==> config.mk <==
export PLATFORM = sky130hd
export DESIGN_NAME = pe_leaf_port
export DESIGN_NICKNAME = d
export VERILOG_FILES = /design/src/rtl/bft_pkg.sv /design/src/rtl/pe_sync_fifo.sv /design/src/rtl/pe_leaf_port.sv
export SDC_FILE = /design/constraint.sdc
export NUM_CORES = 1
export LEC_CHECK = 0
export CORE_MARGIN = 5
export CORE_UTILIZATION = 43
export CTS_CLUSTER_SIZE = 14
export DETAILED_ROUTE_END_ITERATION = 12
export GPL_TIMING_DRIVEN = 0
export PLACE_DENSITY = 0.77
export SYNTH_ARGS = -nofsm -noshare
export SYNTH_HDL_FRONTEND = slang
export SYNTH_SLANG_ARGS = --single-unit
export TNS_END_PERCENT = 10
==> constraint.sdc <==
create_clock -name clk -period 2.11 [get_ports clk]
set_input_delay 0.422 -clock clk [delete_from_list [all_inputs] [get_ports clk]]
set_output_delay 0.422 -clock clk [all_outputs]
set_load 0.02 [all_outputs]
==> src/rtl/bft_pkg.sv <==
// bft_pkg: packet-format helpers and field positions shared by the BFT leaf port
// Packet layout is {valid, dest, payload}; defaults describe a 256-leaf network.
package bft_pkg;
    localparam int NUM_LEAVES = 256;
    localparam int PAYLOAD_SZ = 23;
    function automatic int dest_w(input int num_leaves);
        return $clog2(num_leaves);
    endfunction
    function automatic int p_sz(input int num_leaves, input int payload_sz);
        return 1 + dest_w(num_leaves) + payload_sz;
    endfunction
    localparam int P_SZ      = p_sz(NUM_LEAVES, PAYLOAD_SZ);
    localparam int VALID_BIT = P_SZ - 1;
    localparam int DEST_LSB  = PAYLOAD_SZ;
endpackage

==> src/rtl/pe_sync_fifo.sv <==
// pe_sync_fifo: power-of-two synchronous FIFO with occupancy count
// Ports: clk, reset (async active-low), push/din write, pop/dout read (dout is
// a combinational view of the head), full, empty, level (occupancy).
// The caller gates push/pop; push while full is legal only together with pop.
module pe_sync_fifo #(
    parameter int width = 8,
    parameter int depth = 4
) (
    input  logic                    clk,
    input  logic                    reset,
    input  logic                    push,
    input  logic                    pop,
    input  logic [width-1:0]        din,
    output logic [width-1:0]        dout,
    output logic                    full,
    output logic                    empty,
    output logic [$clog2(depth):0]  level
);
    localparam int aw = $clog2(depth);
    logic [width-1:0] mem [depth];
    logic [aw-1:0]    wp, rp;
    logic [aw:0]      cnt;
    always_ff @(posedge clk or negedge reset) begin
        if (!reset) begin
            wp  <= '0;
            rp  <= '0;
            cnt <= '0;
        end else begin
            if (push) wp <= wp + aw'(1);
            if (pop) rp <= rp + aw'(1);
            if (push != pop) cnt <= push ? cnt + (aw+1)'(1) : cnt - (aw+1)'(1);
        end
    end
    always_ff @(posedge clk) begin
        if (push) mem[wp] <= din;
    end
    // depth is a power of two, so the count MSB alone means "full"
    assign dout  = mem[rp];
    assign full  = cnt[aw];
    assign empty = (cnt == '0);
    assign level = cnt;
endmodule

==> src/rtl/pe_leaf_port.sv <==
// pe_leaf_port: PE-side port of a BFT leaf with TX queue, output register and RX queue
// Ports: clk, reset (async active-low); pe_interface/interface_pe network packets
// {valid,dest,payload}; resend holds the output packet; tx_data/tx_valid/tx_ready
// PE push side; rx_data/rx_valid/rx_ready PE drain side; tx_level TX occupancy;
// rx_drop_cnt saturating drop counter, present only when PE_DROP_CNT_EN is defined.
module pe_leaf_port
    import bft_pkg::*;
#(
    parameter int num_leaves = 256,
    parameter int payload_sz = 23,
    parameter int p_sz       = bft_pkg::p_sz(num_leaves, payload_sz),
    parameter int fifo_depth = 4,
    parameter int cnt_w      = 16
) (
    input  logic                         clk,
    input  logic                         reset,
    output logic [p_sz-1:0]              pe_interface,
    input  logic [p_sz-1:0]              interface_pe,
    input  logic                         resend,
    input  logic [p_sz-2:0]              tx_data,
    input  logic                         tx_valid,
    output logic                         tx_ready,
    output logic [p_sz-2:0]              rx_data,
    output logic                         rx_valid,
    input  logic                         rx_ready,
    output logic [$clog2(fifo_depth):0]  tx_level
`ifdef PE_DROP_CNT_EN
    ,
    output logic [cnt_w-1:0]             rx_drop_cnt
`endif
);
    logic [p_sz-2:0]             tx_head;
    logic                        tx_full, tx_empty, tx_push, tx_pop, out_load;
    logic                        rx_full, rx_empty, rx_push, rx_pop;
    logic [$clog2(fifo_depth):0] unused_rx_level;
    // the output stage may take a new packet when it is empty or being accepted
    always_comb begin
        out_load = !pe_interface[p_sz-1] || !resend;
        tx_ready = !tx_full;
        tx_push  = tx_valid && !tx_full;
        tx_pop   = out_load && !tx_empty;
        rx_valid = !rx_empty;
        rx_pop   = !rx_empty && rx_ready;
        rx_push  = interface_pe[p_sz-1] && (!rx_full || rx_pop);
    end
    pe_sync_fifo #(.width(p_sz-1), .depth(fifo_depth)) u_tx (
        .clk(clk), .reset(reset), .push(tx_push), .pop(tx_pop), .din(tx_data),
        .dout(tx_head), .full(tx_full), .empty(tx_empty), .level(tx_level)
    );
    pe_sync_fifo #(.width(p_sz-1), .depth(fifo_depth)) u_rx (
        .clk(clk), .reset(reset), .push(rx_push), .pop(rx_pop), .din(interface_pe[p_sz-2:0]),
        .dout(rx_data), .full(rx_full), .empty(rx_empty), .level(unused_rx_level)
    );
    always_ff @(posedge clk or negedge reset) begin
        if (!reset) pe_interface <= '0;
        else if (out_load) pe_interface <= tx_empty ? '0 : {1'b1, tx_head};
    end
`ifdef PE_DROP_CNT_EN
    always_ff @(posedge clk or negedge reset) begin
        if (!reset) rx_drop_cnt <= '0;
        else if (interface_pe[p_sz-1] && !rx_push && rx_drop_cnt != '1) rx_drop_cnt <= rx_drop_cnt + cnt_w'(1);
    end
`endif
endmodule

### Word-level counts from Yosys, hierarchy flattened

Memory sizes are Yosys's and may differ from the RTL's.
Index checks and enable logic that the tools add are counted.

| cells by class | value |
|---|---|
| reductions and logical operators | 14 |
| mux-type cells | 7 |
| add/sub/neg operators | 8 |
| equal/unequal tests | 2 |

Operators with widths:

| kind | count |
|---|---|
| $mux W32 | 1 |
| $add A2 B1 Y2 const B | 4 |
| $add A3 B1 Y3 const B | 2 |
| $logic_not A1 Y1 | 6 |
| $logic_not A3 Y1 | 2 |
| $mux W3 | 2 |
| $sub A3 B1 Y3 const B | 2 |
| $logic_and A1 B1 Y1 | 4 |
| $mux W1 | 4 |
| $logic_or A1 B1 Y1 | 2 |
| $ne A1 B1 Y1 | 2 |

| word-level totals | value |
|---|---|
| memory bits (writable) | 248 |
| output and inout bits | 68 |
| word-level logic and storage cells | 40 |
| memories kept | 2 |
| input port bits | 68 |
| register bits after elaboration | 46 |

Memory list:

| memory | words | bits a word | rd ports | clocked after Yosys merged registers in | write ports | RTL line | source |
|---|---|---|---|---|---|---|---|
| u_rx.mem | 4 | 31 | 1 | 0 | 1 | pe_sync_fifo.sv:20 | `logic [width-1:0] mem [depth];` |
| u_tx.mem | 4 | 31 | 1 | 0 | 1 | pe_sync_fifo.sv:20 |  |

### Depth between registers and ports, before layout

| logic depth | value |
|---|---|
| word-level depth | 7 |
| depth in mapped cells | 8 |
| depth with buffers taken out | 7 |

### Hierarchy

From an unflattened synthesis, not the netlist that was laid out.

| unflattened totals | value |
|---|---|
| cells, all modules | 540 |
| area, all modules | 11363.4 sq um |

Modules (own cells, without submodules):

| module | sequential area each (sq um) | cells an instance | instances | area an instance (sq um) |
|---|---|---|---|---|
| pe_sync_fifo (u_rx) | 3898.7 | 197 | 1 | 4913.5 |
| pe_sync_fifo (u_tx) | 3898.7 | 197 | 1 | 4911.0 |
| pe_leaf_port | 800.8 | 146 | 1 | 1539.0 |

### Least setup slack after synthesis

Ideal clock, no wire load.

| timing | value |
|---|---|
| path type | input port to flip-flop |
| start point | input port interface_pe[31] |
| end point | memory u_rx.mem[0][0] (netlist name), enable pin |
| data required time | 1.719 ns |
| path slack | -0.127 ns |
| stages on the path | 4 |
| data arrival time | 1.846 ns |
| library setup time | 0.391 ns |
| buffers on the path | 1 |
| path through | buf_2 inv_1 a21oi_1 and2_1 |

| between the ends | value |
|---|---|
| cells in the longest elaborated chain, start to end | 3 |

Ends and longest elaborated chain:

| item | RTL line | source |
|---|---|---|
| start: declaration | pe_leaf_port.sv:18 | `input logic [p_sz-1:0] interface_pe,` |
| $logic_and A1 B1 Y1 | pe_leaf_port.sv:44 | `rx_push = interface_pe[p_sz-1] && (!rx_full \|\| rx_pop);` |
| $mux W1 | pe_sync_fifo.sv:35 | `if (push) mem[wp] <= din;` |
| $mux W1 (not written as such) | pe_sync_fifo.sv:35 |  |
| end: declaration | pe_sync_fifo.sv:20 |  |

Every way passes these cells.

### Final worst setup path

| timing | value |
|---|---|
| start point | register u_rx.rp[0] |
| end point | output port rx_data[2] |

| between the ends | value |
|---|---|
| cells in the longest elaborated chain, start to end | 1 |

Ends and longest elaborated chain:

| item | RTL line | source |
|---|---|---|
| start: declaration | pe_sync_fifo.sv:21 | `logic [aw-1:0] wp, rp;` |
| start signal: assignment | pe_sync_fifo.sv:30 | `if (pop) rp <= rp + aw'(1);` |
| $mem_v2 Z4 W31 | -- |  |
| end: declaration | pe_leaf_port.sv:23 | `output logic [p_sz-2:0] rx_data,` |

Every way passes these cells.

==> impl_metrics.py <==
metrics = {
    "run_status": {
        "status": "finished, violations left",
        "violations": "negative setup slack",
    },
    "drt": {
        "wire_per_inst_um": 21.89,
        "antenna_left": 0,
        "drt-pass1-iter-count": 4,
        "vias": 5541,
        "drt_iter0_drc": 381,
        "drt_wl_total_um": 22520,
        "drcViolationCount": 0,
        "vias_per_cell": 5.385,
    },
    "clock_network": {
        "htreeDepth": 1,
        "root_buffer": "clkbuf_16",
        "clk-insertion-delay-late_ns": 0.54,
        "numCtsBuffers": 30,
        "clockBufferDepth": 3,
        "clock_sinks": 294,
        "cts_tree": "built",
        "cts.clk_slew.worst_paths_ns": 0.06,
    },
    "synthesis": {
        "syn_area_per_cell_um2": 22.07,
        "synth_common_cells": "edfxtp_1, mux4_2, dfrtp_1, a22o_1, buf_2",
        "synth_flop_cell": "edfxtp_1",
        "yosys.area.top_type": "edfxtp_1",
        "syn_nets": 578,
        "synth_top_area_share": 0.6748,
        "syn_area_um2": 11040,
        "yosysWarnings": 0,
        "synth_seq_cells": 294,
        "synth_edf_count": 248,
        "synth_cells": 500,
        "ys_async_sr_fraction": 0.1565,
        "synth.area.top_cells": "edfxtp_1, mux4_2, dfrtp_1, a22o_1, ha_1",
        "synth_seq_area_share": 0.7791,
        "synth_cell_types": 36,
        "yosysMostFrequentCell": "edfxtp_1",
    },
    "setup_path": {
        "r2r_cells": 7,
        "regToRegSetupSlack_ns": 0.10,
        "critPathMostFrequentCell": "buf_12",
        "cp_data_required_time_ns": 1.69,
        "cp-startpoint": "u_rx.rp[0]",
        "endpoint": "rx_data[2]",
        "crit_type": "reg2out",
        "cp.buffers_inverters": 3,
        "slowest_stage": "mux4_2",
        "path_cells": "buf_12 > buf_12 > mux4_2 > buf_6",
        "r2r-start": "u_rx.level[2]",
        "crit_path_max_fanout": 9,
        "start_kind": "register",
        "critPathCaptureType": "primary output",
        "r2r-end": "u_rx.level[1]",
        "slowest_delay_ns": 0.56,
        "cp_num_cells": 4,
        "cp.arrival_ns": 1.93,
        "crit_family": "multiplexers",
    },
    "floorplanning": {
        "die_w_um": 170.2,
        "dieArea_um2": 28970,
        "start_util": 0.4370,
        "rows": 58,
        "core_area_um2": 25250,
        "ios": 136,
        "die_h_um": 170.2,
    },
    "timing": {
        "slew_headroom": 0.4176,
        "hold_viol": 0,
        "min_period_ns": 2.349,
        "tightest_slew_ns": 0.8736,
        "whs_ns": 0.2533,
        "finClkSkew_ns": 0.01352,
        "finalCritPeriodShare": 1.113,
        "setup_viol": 31,
        "maxSlewViolCount": 0,
        "fmax_mhz": 425.8,
        "timing.final.ws_setup_ns": -0.2388,
        "rsz0062_at_grt": "yes",
    },
    "finish": {
        "nets": 753,
        "antennaDiodeCount": 0,
        "final_util": 0.5522,
        "final_cells": 1029,
        "syn_to_final_growth_pct": 26.37,
        "drive_gt1_frac": 0.2675,
    },
    "pwr": {
        "leakagePower_nw": 4.882,
        "cellPowerDensity_nw_per_um2": 1436,
        "power_mw": 20.02,
        "ir_worst_vdd_v": 0.0008970,
    },
    "flow_run": {
        "cap_violations": 0,
    },
    "placed_design": {
        "gp_congestion": 0.7081,
        "hpwl_um": 13750,
        "place_ws_ns": -0.7936,
        "placedCellCount": 965,
        "port_buffers": 134,
    },
    "global_route": {
        "grt_overflow_total": 0,
        "grt_pass1_wl_um": 33660,
        "antenna_found_initial": 1,
        "grt_start_max_net_pins": 36,
        "globalRouteTotalUtil": 0.1493,
        "grt_pass1_vias": 5913,
    },
    "hold_path": {
        "hold_depth": 3,
        "hp-class": "in2reg",
    },
}
where the power goes:
group | leakage, nW | total [mW] | switching (mW) | internal, mW
registers | 2.82 | 7.99 | 0.510 | 7.48
logic | 1.56 | 6.77 | 3.41 | 3.36
clock network | 0.502 | 5.27 | 2.14 | 3.13
total | 4.88 | 20.0 | 6.06 | 14.0
how the worst min path moves through the flow:
stage                                  end        startpoint  slack, ns
final                        u_rx.level[2]  interface_pe[31]       0.25
after global placement     pe_interface[1]   pe_interface[1]       0.49
after CTS                    u_rx.level[2]  interface_pe[31]       0.23
after global routing         u_rx.level[2]  interface_pe[31]       0.26
after detailed placement  pe_interface[18]             reset       0.35
after floorplan            pe_interface[0]             reset       0.13
routing by layer:
metal | global-route usage | vias to the layer above | wire (µm)
met1 | 0.1855 | 2882 | 8634
li1 | - | 2404 | -
met5 | 0 | - | 13
met2 | 0.2603 | 216 | 11660
met3 | 0.04623 | 37 | 1811
met4 | 0.03160 | 2 | 399
kinds of logic (layout without fill, tap and decap cells):
family	Yosys count	count (layout)	share of synthesized area
mux	63	63	0.1286
simple gates	35	35	0.01689
compound gates	55	55	0.03798
flops	294	294	0.7791
xor+xnor	8	8	0.006349
fa+ha+maj	10	10	0.01202
buf+inv	35	234	0.01905
cells in the final DEF, fill, tap and decap left out, types with 2 or more instances in the layout:
master and count:
a211oi_1 2, a21oi_1 5, a22o_1 31, and2_4 7
buf_12 8, buf_2 28, buf_4 8, buf_6 14
bufinv_16 3, clkbuf_1 8, clkbuf_16 34, clkbuf_4 2
clkbuf_8 2, clkdlybuf4s50_1 97, clkinv_2 10, clkinv_4 2
dfrtp_1 46, dlygate4sd2_1 3, edfxtp_1 248, ha_1 9
inv_1 9, inv_6 2, mux4_1 3, mux4_2 59
nand2_1 11, nand2b_1 3, nand3_1 3, nor2_1 3
nor3_1 2, o21ai_0 8, o22ai_1 2, o32a_1 2
xnor2_1 7
what timing repair did:
action	4_1_cts	5_1_grt
hold buffers	1	0
resized for setup	164	27
buffers inserted	1	3
endpoints found under the setup margin	255	66
pin swaps	1	0
hold endpoints to repair	11	0
cloned	0	3
metrics by stage:
step / instance area [µm²] / setup TNS, ns
after detailed placement: 12810 / -177.12
after global routing: 13950 / -8.112
after floorplan: 11040 / -11.74
after global placement: 12790 / -317.30
final: 13950 / -6.042
after CTS: 13760 / -6.376
cell type report:
class | instances | area, µm²
Multi-Input combinational cell | 171 | 2262
Clock buffer | 37 | 818.3
Clock inverter | 19 | 186.4
Tap cell | 330 | 412.9
Timing Repair Buffer | 143 | 1389
Buffer | 26 | 245.2
Sequential cell | 294 | 8598
Inverter | 9 | 33.78
Fill cell | 1918 | 11310
state kept, by name, indices dropped and copies added, names as in the netlist:
register / cells
u_rx.mem: 124
u_tx.mem: 124
pe_interface: 32
u_rx.level: 3
u_tx.level: 3
u_rx.rp: 2
u_rx.wp: 2
u_tx.rp: 2
u_tx.wp: 2
worst min-delay path, stage by stage:
cell      delay [ns]
buf_2           0.17
o31ai_1         0.10
o221ai_1        0.07
Power figures use the tool's default switching activity.
